$ cat src/rtl/wb_cmd_master.sv
`default_nettype none
// ==========================================================================
// wb_cmd_master : valid/ready command port to Wishbone classic master, Rev 1.0
// Optional feature: define WB_CMD_MASTER_TIMEOUT_EN for the BUS-state timeout.
// ==========================================================================
module wb_cmd_master #(
  parameter int AW      = 2,
  parameter int DW      = 8,
  parameter int TIMEOUT = 15
) (
  input  logic          wb_clk_i,
  input  logic          wb_rst_i,
  input  logic          cmd_valid_i,
  output logic          cmd_ready_o,
  input  logic          cmd_we_i,
  input  logic [AW-1:0] cmd_adr_i,
  input  logic [DW-1:0] cmd_dat_i,
  output logic          rsp_valid_o,
  input  logic          rsp_ready_i,
  output logic [DW-1:0] rsp_dat_o,
  output logic          rsp_err_o,
  output logic [AW-1:0] wb_adr_o,
  output logic [DW-1:0] wb_dat_o,
  output logic          wb_we_o,
  output logic          wb_stb_o,
  output logic          wb_cyc_o,
  input  logic [DW-1:0] wb_dat_i,
  input  logic          wb_ack_i
);

  typedef enum logic [1:0] {
    IDLE = 2'd0,
    BUS  = 2'd1,
    RESP = 2'd2
  } state_t;

  state_t        state, state_nxt;
  logic          cmd_ready_nxt;
  logic          rsp_valid_nxt;
  logic [DW-1:0] rsp_dat_nxt;
  logic          cyc_nxt;
  logic [AW-1:0] wb_adr_nxt;
  logic [DW-1:0] wb_dat_nxt;
  logic          wb_we_nxt;

  if (TIMEOUT < 1 || TIMEOUT > 255) begin : g_timeout_range
    $error("wb_cmd_master: TIMEOUT must be within 1..255");
  end

`ifdef WB_CMD_MASTER_TIMEOUT_EN
  localparam logic [7:0] TO_LAST = 8'(TIMEOUT - 1);
  logic [7:0] to_cnt, to_cnt_nxt;
  logic       rsp_err_nxt;
`endif

  always_comb begin
    state_nxt     = state;
    rsp_valid_nxt = rsp_valid_o;
    rsp_dat_nxt   = rsp_dat_o;
    cyc_nxt       = wb_cyc_o;
    wb_adr_nxt    = wb_adr_o;
    wb_dat_nxt    = wb_dat_o;
    wb_we_nxt     = wb_we_o;
`ifdef WB_CMD_MASTER_TIMEOUT_EN
    rsp_err_nxt   = rsp_err_o;
    to_cnt_nxt    = to_cnt;
`endif
    case (state)
      IDLE: begin
        if (cmd_valid_i && cmd_ready_o) begin
          wb_adr_nxt = cmd_adr_i;
          wb_dat_nxt = cmd_dat_i;
          wb_we_nxt  = cmd_we_i;
          cyc_nxt    = 1'b1;
          state_nxt  = BUS;
`ifdef WB_CMD_MASTER_TIMEOUT_EN
          to_cnt_nxt = 8'd0;
`endif
        end
      end
      BUS: begin
        // Ack beats the timeout when both land on the same edge.
        if (wb_ack_i) begin
          rsp_dat_nxt   = wb_we_o ? '0 : wb_dat_i;
          rsp_valid_nxt = 1'b1;
          cyc_nxt       = 1'b0;
          state_nxt     = RESP;
`ifdef WB_CMD_MASTER_TIMEOUT_EN
          rsp_err_nxt   = 1'b0;
`endif
        end
`ifdef WB_CMD_MASTER_TIMEOUT_EN
        else if (to_cnt == TO_LAST) begin
          rsp_dat_nxt   = '0;
          rsp_err_nxt   = 1'b1;
          rsp_valid_nxt = 1'b1;
          cyc_nxt       = 1'b0;
          state_nxt     = RESP;
        end else begin
          to_cnt_nxt = to_cnt + 8'd1;
        end
`endif
      end
      RESP: begin
        if (rsp_ready_i) begin
          rsp_valid_nxt = 1'b0;
          state_nxt     = IDLE;
        end
      end
      default: state_nxt = IDLE;
    endcase
    cmd_ready_nxt = (state_nxt == IDLE);
  end

  always_ff @(posedge wb_clk_i or posedge wb_rst_i) begin
    if (wb_rst_i) begin
      state       <= IDLE;
      cmd_ready_o <= 1'b0;
      rsp_valid_o <= 1'b0;
      rsp_dat_o   <= '0;
      wb_cyc_o    <= 1'b0;
      wb_stb_o    <= 1'b0;
      wb_adr_o    <= '0;
      wb_dat_o    <= '0;
      wb_we_o     <= 1'b0;
    end else begin
      state       <= state_nxt;
      cmd_ready_o <= cmd_ready_nxt;
      rsp_valid_o <= rsp_valid_nxt;
      rsp_dat_o   <= rsp_dat_nxt;
      wb_cyc_o    <= cyc_nxt;
      wb_stb_o    <= cyc_nxt;
      wb_adr_o    <= wb_adr_nxt;
      wb_dat_o    <= wb_dat_nxt;
      wb_we_o     <= wb_we_nxt;
    end
  end

`ifdef WB_CMD_MASTER_TIMEOUT_EN
  always_ff @(posedge wb_clk_i or posedge wb_rst_i) begin
    if (wb_rst_i) begin
      to_cnt    <= 8'd0;
      rsp_err_o <= 1'b0;
    end else begin
      to_cnt    <= to_cnt_nxt;
      rsp_err_o <= rsp_err_nxt;
    end
  end
`else
  assign rsp_err_o = 1'b0;
`endif

endmodule
`default_nettype wire

$ cat config.mk
export PLATFORM = sky130hd
export DESIGN_NAME = wb_cmd_master
export DESIGN_NICKNAME = d
export VERILOG_FILES = /design/src/rtl/wb_cmd_master.sv
export SDC_FILE = /design/constraint.sdc
export NUM_CORES = 1
export LEC_CHECK = 0
export BUFFER_PORTS_ARGS = -buffer_cell sky130_fd_sc_hd__buf_4
export CORE_ASPECT_RATIO = 1.2
export CORE_UTILIZATION = 47
export CTS_BUF_LIST = sky130_fd_sc_hd__clkbuf_8
export CTS_CLUSTER_DIAMETER = 200
export CTS_CLUSTER_SIZE = 8
export DETAILED_ROUTE_END_ITERATION = 6
export PLACE_DENSITY = 0.81
export SLEW_MARGIN = 20
export SYNTH_ARGS = -nofsm -noshare
export SYNTH_HDL_FRONTEND = slang
export SYNTH_SLANG_ARGS = --single-unit
$ cat constraint.sdc
create_clock -name wb_clk_i -period 2.1 [get_ports wb_clk_i]
set_clock_uncertainty 0.2 [all_clocks]
set_input_delay 0.42 -clock wb_clk_i [delete_from_list [all_inputs] [get_ports wb_clk_i]]
set_output_delay 0.42 -clock wb_clk_i [all_outputs]
set_load 0.05 [all_outputs]
==> metrics.md, run 1 <==
| Metric | Value |
|---|---|
| Outcome | `finished with violations` |
| Violated checks | `design-rule violations, negative hold slack` |
| Antenna-violating nets left | `0` |
| Tot GR Track Use | `18.4%` |
| Die ar. | `2330 um2` |
| Area delta synth->final | `39.0%` |
| Final Hold Violating Endpoints | `10` |
| LEAKAGE | `0.000689 uW` |
| Fmax | `582 MHz` |
| Vias/cell | `5.16` |
| Synth Register Bits | `24` |
| Post-synthesis sequential area ratio | `59.8%` |
| Max H-tree Level | `1` |
| Gate power share | `56.0%` |
| Via count | `763` |
| Synth area leaders | `dfrtp_1, mux2_2, nand2b_1, nand2_1, o21ai_0` |
| Post-CTS resize count | `0` |
| Slew Viols, Final | `0` |
| Sw power | `1230 uW` |
| WL/cell | `13.0 um` |
| Pin count of the biggest net entering global routing | `25` |
| Final net count | `154` |
| Max Cap Viol | `0` |
| Number of antenna violations at the first check in global routing | `0` |
| CP endpoint kind | `flip-flop` |
| Layout cell share with drive strength beyond 1 | `51.9%` |
| Clock power share | `11.6%` |
| Hpwl dp | `1510 um` |
| Reg power frac | `32.3%` |
| RSZ-0062 raised after global routing | `false` |
| Initial DRC Count | `8` |
| Pint | `1330 uW` |
| Vias in the first global route | `770` |
| Maximum VDD drop | `0.00103 V` |
| Clock Path Buffers | `2` |
| Worst EP required | `2.05 ns` |
| Synth Cell Area | `1000 um2` |
| Clock-pin slew on the worst setup and hold paths | `0.08 ns` |
| Final Setup Violations | `0` |
| Kind of critical path | `flip-flop to flip-flop` |
| Port-buffer cells | `46` |
| Drt drc | `2` |
| Crit-path max FO | `12` |
| Worst hold path type | `primary input to asynchronous set/reset pin` |
| Tcrit/Tclk final | `81.8%` |
| Slew headroom | `63.2%` |
| Ys Warns | `0` |
| Count of cell types in the netlist | `18` |
| CTS tree | `yes` |
| Min Tclk post-route | `1.72 ns` |
| Synth Area per Inst | `12.3 um2` |
| Slew of the pin with the lowest slew margin | `0.550 ns` |
| IO Pins | `48` |
| Die H | `52.6 um` |
| Top cell type's share of synthesized area | `59.8%` |
| DP Cell Count | `144` |
| Worst skew pair latency | `0.26 ns` |
| Arr. time, crit path | `1.66 ns` |
| Antenna Cells | `0` |
| Critical path launch point type | `flip-flop` |
| Post-route setup TNS | `0 ns` |
| Initial Util | `52.5%` |
| Synth Area in XOR/XNOR | `0%` |
| Post-Synth Simple-Gate Area | `14.1%` |
| Compound-gate portion of the synthesized area | `7.60%` |
| CTS Buf Count | `3` |
| First-pass GRT wire length | `3140 um` |
| Initial DRT Pass Iterations | `6` |
| Power Dens Cells | `1830 nW/um2` |
| Sw Share | `47.9%` |
| Min Hold Slack | `-0.00477 ns` |
| Post-Synthesis Net Count | `106` |
| Combinational family with the most area after synthesis | `simple AND/OR/NAND/NOR gates` |
| Multiplexer area fraction after synthesis | `13.4%` |
| Wirelength, routed | `1920 um` |
| Synth Area in Adders | `0%` |
| # rows | `17` |
| CORE AREA | `1910 um2` |
| RePlAce Congestion | `0.776` |
| Clock sink total | `24` |
| Hold_buf cts | `0` |
| Post CTS Setup Buffer Count | `0` |
| Root buffer cell | `clkbuf_8` |
| Total gr overflow | `0` |
| Die Width | `44.2 um` |
| Mapped Cells | `82` |
| Area leader, netlist | `dfrtp_1` |
| Final cell count without fillers | `148` |
## metrics by stage
stage	worst slack (ns)	util (%)	total power [uW]	instance area [um2]
after floorplan	0.278	-	1870	1000
after global placement	0.358	70.1	2240	1340
after detailed placement	0.311	70.1	2280	1340
after CTS	0.358	72.9	2580	1400
after global routing	0.262	72.9	2690	1400
final	0.383	72.9	2560	1400
## cell usage in the layout, fill, tap and decap left out
cell type  netlist  layout
inv_1            2       2
and2b_2          1       1
mux2_2          12      12
clkbuf_8         1       4
a211o_2          1       1
o21ai_2          1       1
nand2b_1         9       9
a21oi_1          3       3
dfrtp_1         24      24
conb_1           1       1
nand3b_1         1       1
o21ai_0          7       7
buf_4            2      47
nor3_4           1       1
nor2_1           2       2
o21a_1           1       1
nand2_1         12      12
## cell type report
| class | instances | area (um2) |
|---|---|---|
| Sequential cell | 24 | 601 |
| Fill cell | 144 | 518 |
| Multi-Input combinational cell | 52 | 357 |
| Timing Repair Buffer | 47 | 353 |
| Clock buffer | 4 | 55.1 |
| Tap cell | 19 | 23.8 |
| Inverter | 2 | 7.51 |
## logic make-up (layout without fill, tap and decap cells)
| logic type | Yosys count | after routing |
|---|---|---|
| mux | 12 | 12 |
| compound gates | 13 | 13 |
| flops | 24 | 24 |
| simple gates | 26 | 26 |
| other cells | 1 | 1 |
| buf+inv | 6 | 53 |
## flip-flops by register name, summed over array words and instances (netlist names)
register and flops:
rsp_dat_o 8, wb_dat_o 8, state 2, wb_adr_o 2, cmd_ready_o 1, rsp_valid_o 1
wb_cyc_o 1, wb_we_o 1
## critical path, cell delays in order (launching register included)
cell and delay [ns]:
dfrtp_1 0.47, nor3_4 0.53, mux2_2 0.40
## cell usage after synthesis
| master | number |
|---|---|
| inv_1 | 2 |
| buf_4 | 2 |
| o21ai_0 | 7 |
| o21ai_2 | 1 |
| a21oi_1 | 3 |
| conb_1 | 1 |
| o21a_1 | 1 |
| nand3b_1 | 1 |
| nor2_1 | 2 |
| nor3_4 | 1 |
| a211o_2 | 1 |
| buf_6 | 1 |
| dfrtp_1 | 24 |
| clkbuf_8 | 1 |
| nand2b_1 | 9 |
| and2b_2 | 1 |
| nand2_1 | 12 |
| mux2_2 | 12 |
## worst paths after layout
check / cells past startpoint / slack [ns] / from / endpoint
worst max-delay path: 2 / 0.38 / state[0] / wb_adr_o[0]
worst min-delay path: 3 / -0.005 / wb_rst_i / wb_dat_o[3]
worst max register to register: 2 / 0.38 / state[0] / wb_adr_o[0]
worst min register to register: 2 / 0.28 / rsp_dat_o[7] / rsp_dat_o[7]
max in group asynchronous: 3 / 1.48 / wb_rst_i / rsp_dat_o[6]
min in group wb_clk_i: 2 / 0.19 / cmd_dat_i[3] / wb_dat_o[3]
## power by group through the flow
stage          sequential [uW]  clock (uW)  combinational (uW)
4_1_cts                    830         306                1450
6_report                   828         298                1430
3_3_place_gp               824           0                1420
3_5_place_dp               837           0                1450
5_1_grt                    857         322                1510
2_1_floorplan             1470           0                 406
## per-layer routing
metal / vias up / track usage, % / wire length, um
li1: 362 / - / -
met1: 372 / 22.1 / 764
met3: 2 / 2.07 / 86
met5: - / 0 / 0
met4: 0 / 6.06 / 8
met2: 27 / 33.3 / 1060
Power figures use the tool's default switching activity.
==> run 2, diff against run 1 <==
--- a/config.mk
+++ b/config.mk
@@ -7,12 +7,12 @@
 export LEC_CHECK = 0
 export BUFFER_PORTS_ARGS = -buffer_cell sky130_fd_sc_hd__buf_4
 export CORE_ASPECT_RATIO = 1.2
-export CORE_UTILIZATION = 47
+export CORE_UTILIZATION = 42
 export CTS_BUF_LIST = sky130_fd_sc_hd__clkbuf_8
 export CTS_CLUSTER_DIAMETER = 200
 export CTS_CLUSTER_SIZE = 8
 export DETAILED_ROUTE_END_ITERATION = 6
-export PLACE_DENSITY = 0.81
+export PLACE_DENSITY = 0.77
 export SLEW_MARGIN = 20
 export SYNTH_ARGS = -nofsm -noshare
 export SYNTH_HDL_FRONTEND = slang
==> constraint.sdc (replaced) <==
create_clock -name wb_clk_i -period 1.5 [get_ports wb_clk_i]
set_clock_uncertainty 0.2 [all_clocks]
set_input_delay 0.3 -clock wb_clk_i [delete_from_list [all_inputs] [get_ports wb_clk_i]]
set_output_delay 0.3 -clock wb_clk_i [all_outputs]
set_load 0.05 [all_outputs]
==> run 2 against run 1 <==
Compared with the run above: the run now ends clean; first-iteration DRC count decreased by 88%; clock power increased by 40%; global-route usage decreased by 1.9 points; largest cell class unchanged.
==> metrics.md, run 2 (synthesis gave the netlist of run 1 again) <==
| Metric | Value |
|---|---|
| Final Hold Violating Endpoints | `0` |
| Vias/cell | `4.63` |
| Critical path launch point type | `flip-flop` |
| Crit path max-delay family | `flip-flops` |
| Clock power share | `11.3%` |
| Slew Viols, Final | `0` |
| Initial Util | `44.0%` |
| Hpwl dp | `1480 um` |
| Post CTS Setup Buffer Count | `0` |
| Drt drc | `0` |
| Worst EP required | `1.44 ns` |
| Die Width | `46.7 um` |
| Hold path depth | `2` |
| Die H | `55.6 um` |
| Power Dens Cells | `2500 nW/um2` |
| Kind of critical path | `flip-flop to flip-flop` |
| DP Cell Count | `160` |
| Finished Cell Area | `1470 um2` |
| Buf/Inv on CP | `1` |
| Dpl cell area | `1400 um2` |
| CORE AREA | `2280 um2` |
| Min Hold Slack | `0.0705 ns` |
| Wirelength, routed | `1900 um` |
| Reg power frac | `30.8%` |
| Vias in the first global route | `755` |
| Clock-pin slew on the worst setup and hold paths | `0.08 ns` |
| Clock sink total | `24` |
| Gate power share | `57.9%` |
| Slowest cell on the critical path | `dfrtp_1` |
| Antenna Cells | `0` |
| Worst skew pair latency | `0.25 ns` |
| Final Setup Violations | `0` |
| Final cell count without fillers | `165` |
| Sw Share | `47.0%` |
| Crit path largest cell delay | `0.41 ns` |
| Port-buffer cells | `46` |
| Via count | `764` |
| CTS Buf Count | `3` |
| Maximum VDD drop | `0.00134 V` |
| Worst hold path type | `primary input to flip-flop` |
| Crit-path max FO | `12` |
| RSZ-0062 raised after global routing | `true` |
| Max H-tree Level | `1` |
| Max Cap Viol | `0` |
| Outcome | `complete, no violations` |
| Final net count | `159` |
| Die ar. | `2590 um2` |
| Root buffer cell | `clkbuf_8` |
| RePlAce Congestion | `0.661` |
| WL/cell | `11.5 um` |
| FF-to-FF path depth | `3` |
| LEAKAGE | `0.000714 uW` |
| Final Power | `3680 uW` |
| Critical Path, Cell by Cell | `nor3_4, buf_12, mux2_2` |
| Layout cell share with drive strength beyond 1 | `55.2%` |
| CP endpoint kind | `flip-flop` |
| CTS tree | `yes` |
| Pin count of the biggest net entering global routing | `25` |
| # rows | `19` |
| Min Tclk post-route | `1.44 ns` |
| First-pass GRT wire length | `3160 um` |
| Arr. time, crit path | `1.39 ns` |
| Initial DRT Pass Iterations | `2` |
| Pint | `1950 uW` |
| Commonest non-fill, non-tap cell in the layout | `buf_4` |
| Sw power | `1730 uW` |
| Critical path depth in cells | `3` |
| Number of antenna violations at the first check in global routing | `0` |
| Clock Path Buffers | `2` |
| Setup WS pre-CTS | `0.0602 ns` |
| Fmax | `693 MHz` |
| Largest regs | `rsp_dat_o x8, wb_dat_o x8` |
| Antenna-violating nets left | `0` |
| Initial DRC Count | `1` |
| Area delta synth->final | `46.2%` |
| Tot GR Track Use | `16.5%` |
| IO Pins | `48` |
| Final setup margin | `0.0563 ns` |
| Commonest non-fill, non-tap cells in the layout | `buf_4, dfrtp_1, mux2_2, nand2_1, nand2b_1` |
| Total gr overflow | `0` |
| Worst R2R Setup Slack | `0.06 ns` |
| Tcrit/Tclk final | `96.2%` |
-- run 2: cell count changes in the layout (fill, tap and decap cells not counted), sizes merged --
cell | previous run | this run
buf | 47 | 51
dlygate4sd3 | 0 | 1
-- run 2: cell type report --
type                       count  area, um2
tap                           31       38.8
timing repair buffer          52        405
inverter                       2       7.51
sequential                    24        603
clock buffer                   4       55.1
fill                         202        813
multi-input combinational     52        359
-- run 2: worst reg2reg max path: cells and delay by family, from the launching register on --
| kind | cells | cell delay (ns) |
|---|---|---|
| buffers and inverters | 1 | 0.16 |
| and+or+nand+nor | 1 | 0.23 |
| muxes | 1 | 0.33 |
| DFF | 1 | 0.41 |
-- run 2: timing repair --
item | in CTS | in global routing
endpoints found under the setup margin | 1 | 12
pin swaps | 0 | 0
hold buffers | 1 | 0
hold endpoints to repair | 24 | 0
gates resized for setup | 1 | 2
-- run 2: stage by stage --
| step | setup TNS (ns) | util [%] |
|---|---|---|
| after floorplan | -1.09 | - |
| after global placement | 0 | 61.5 |
| after detailed placement | 0 | 61.5 |
| after CTS | 0 | 64.4 |
| after global routing | -0.126 | 64.4 |
| final | 0 | 64.4 |
-- run 2: path summary, 6_finish.rpt --
kind	from	end
max	state[0]	wb_adr_o[0]
min	cmd_dat_i[1]	wb_dat_o[1]
max reg2reg	state[0]	wb_adr_o[0]
min reg2reg	rsp_dat_o[6]	rsp_dat_o[6]
max in group asynchronous	wb_rst_i	wb_we_o
min in group asynchronous	wb_rst_i	wb_adr_o[0]
-- run 2: per-layer routing --
metal  up-vias  wire (um)  share of wire [%]  global-route usage, %
li1        371          -                  -                      -
met2        35       1010                 53                   29.0
met4         0          0                  0                   3.67
met5         -          0                  0                      0
met3         0        136                7.2                   2.60
met1       358        758                 40                   20.4
-- run 2: power by group through the flow --
stage	Sequential [uW]	Clock, uW	Combinational [uW]
floorplan	2060	0	570
global placement	1130	0	2090
detailed placement	1150	0	2140
CTS	1140	431	2150
global route	1180	464	2260
finish	1130	417	2130
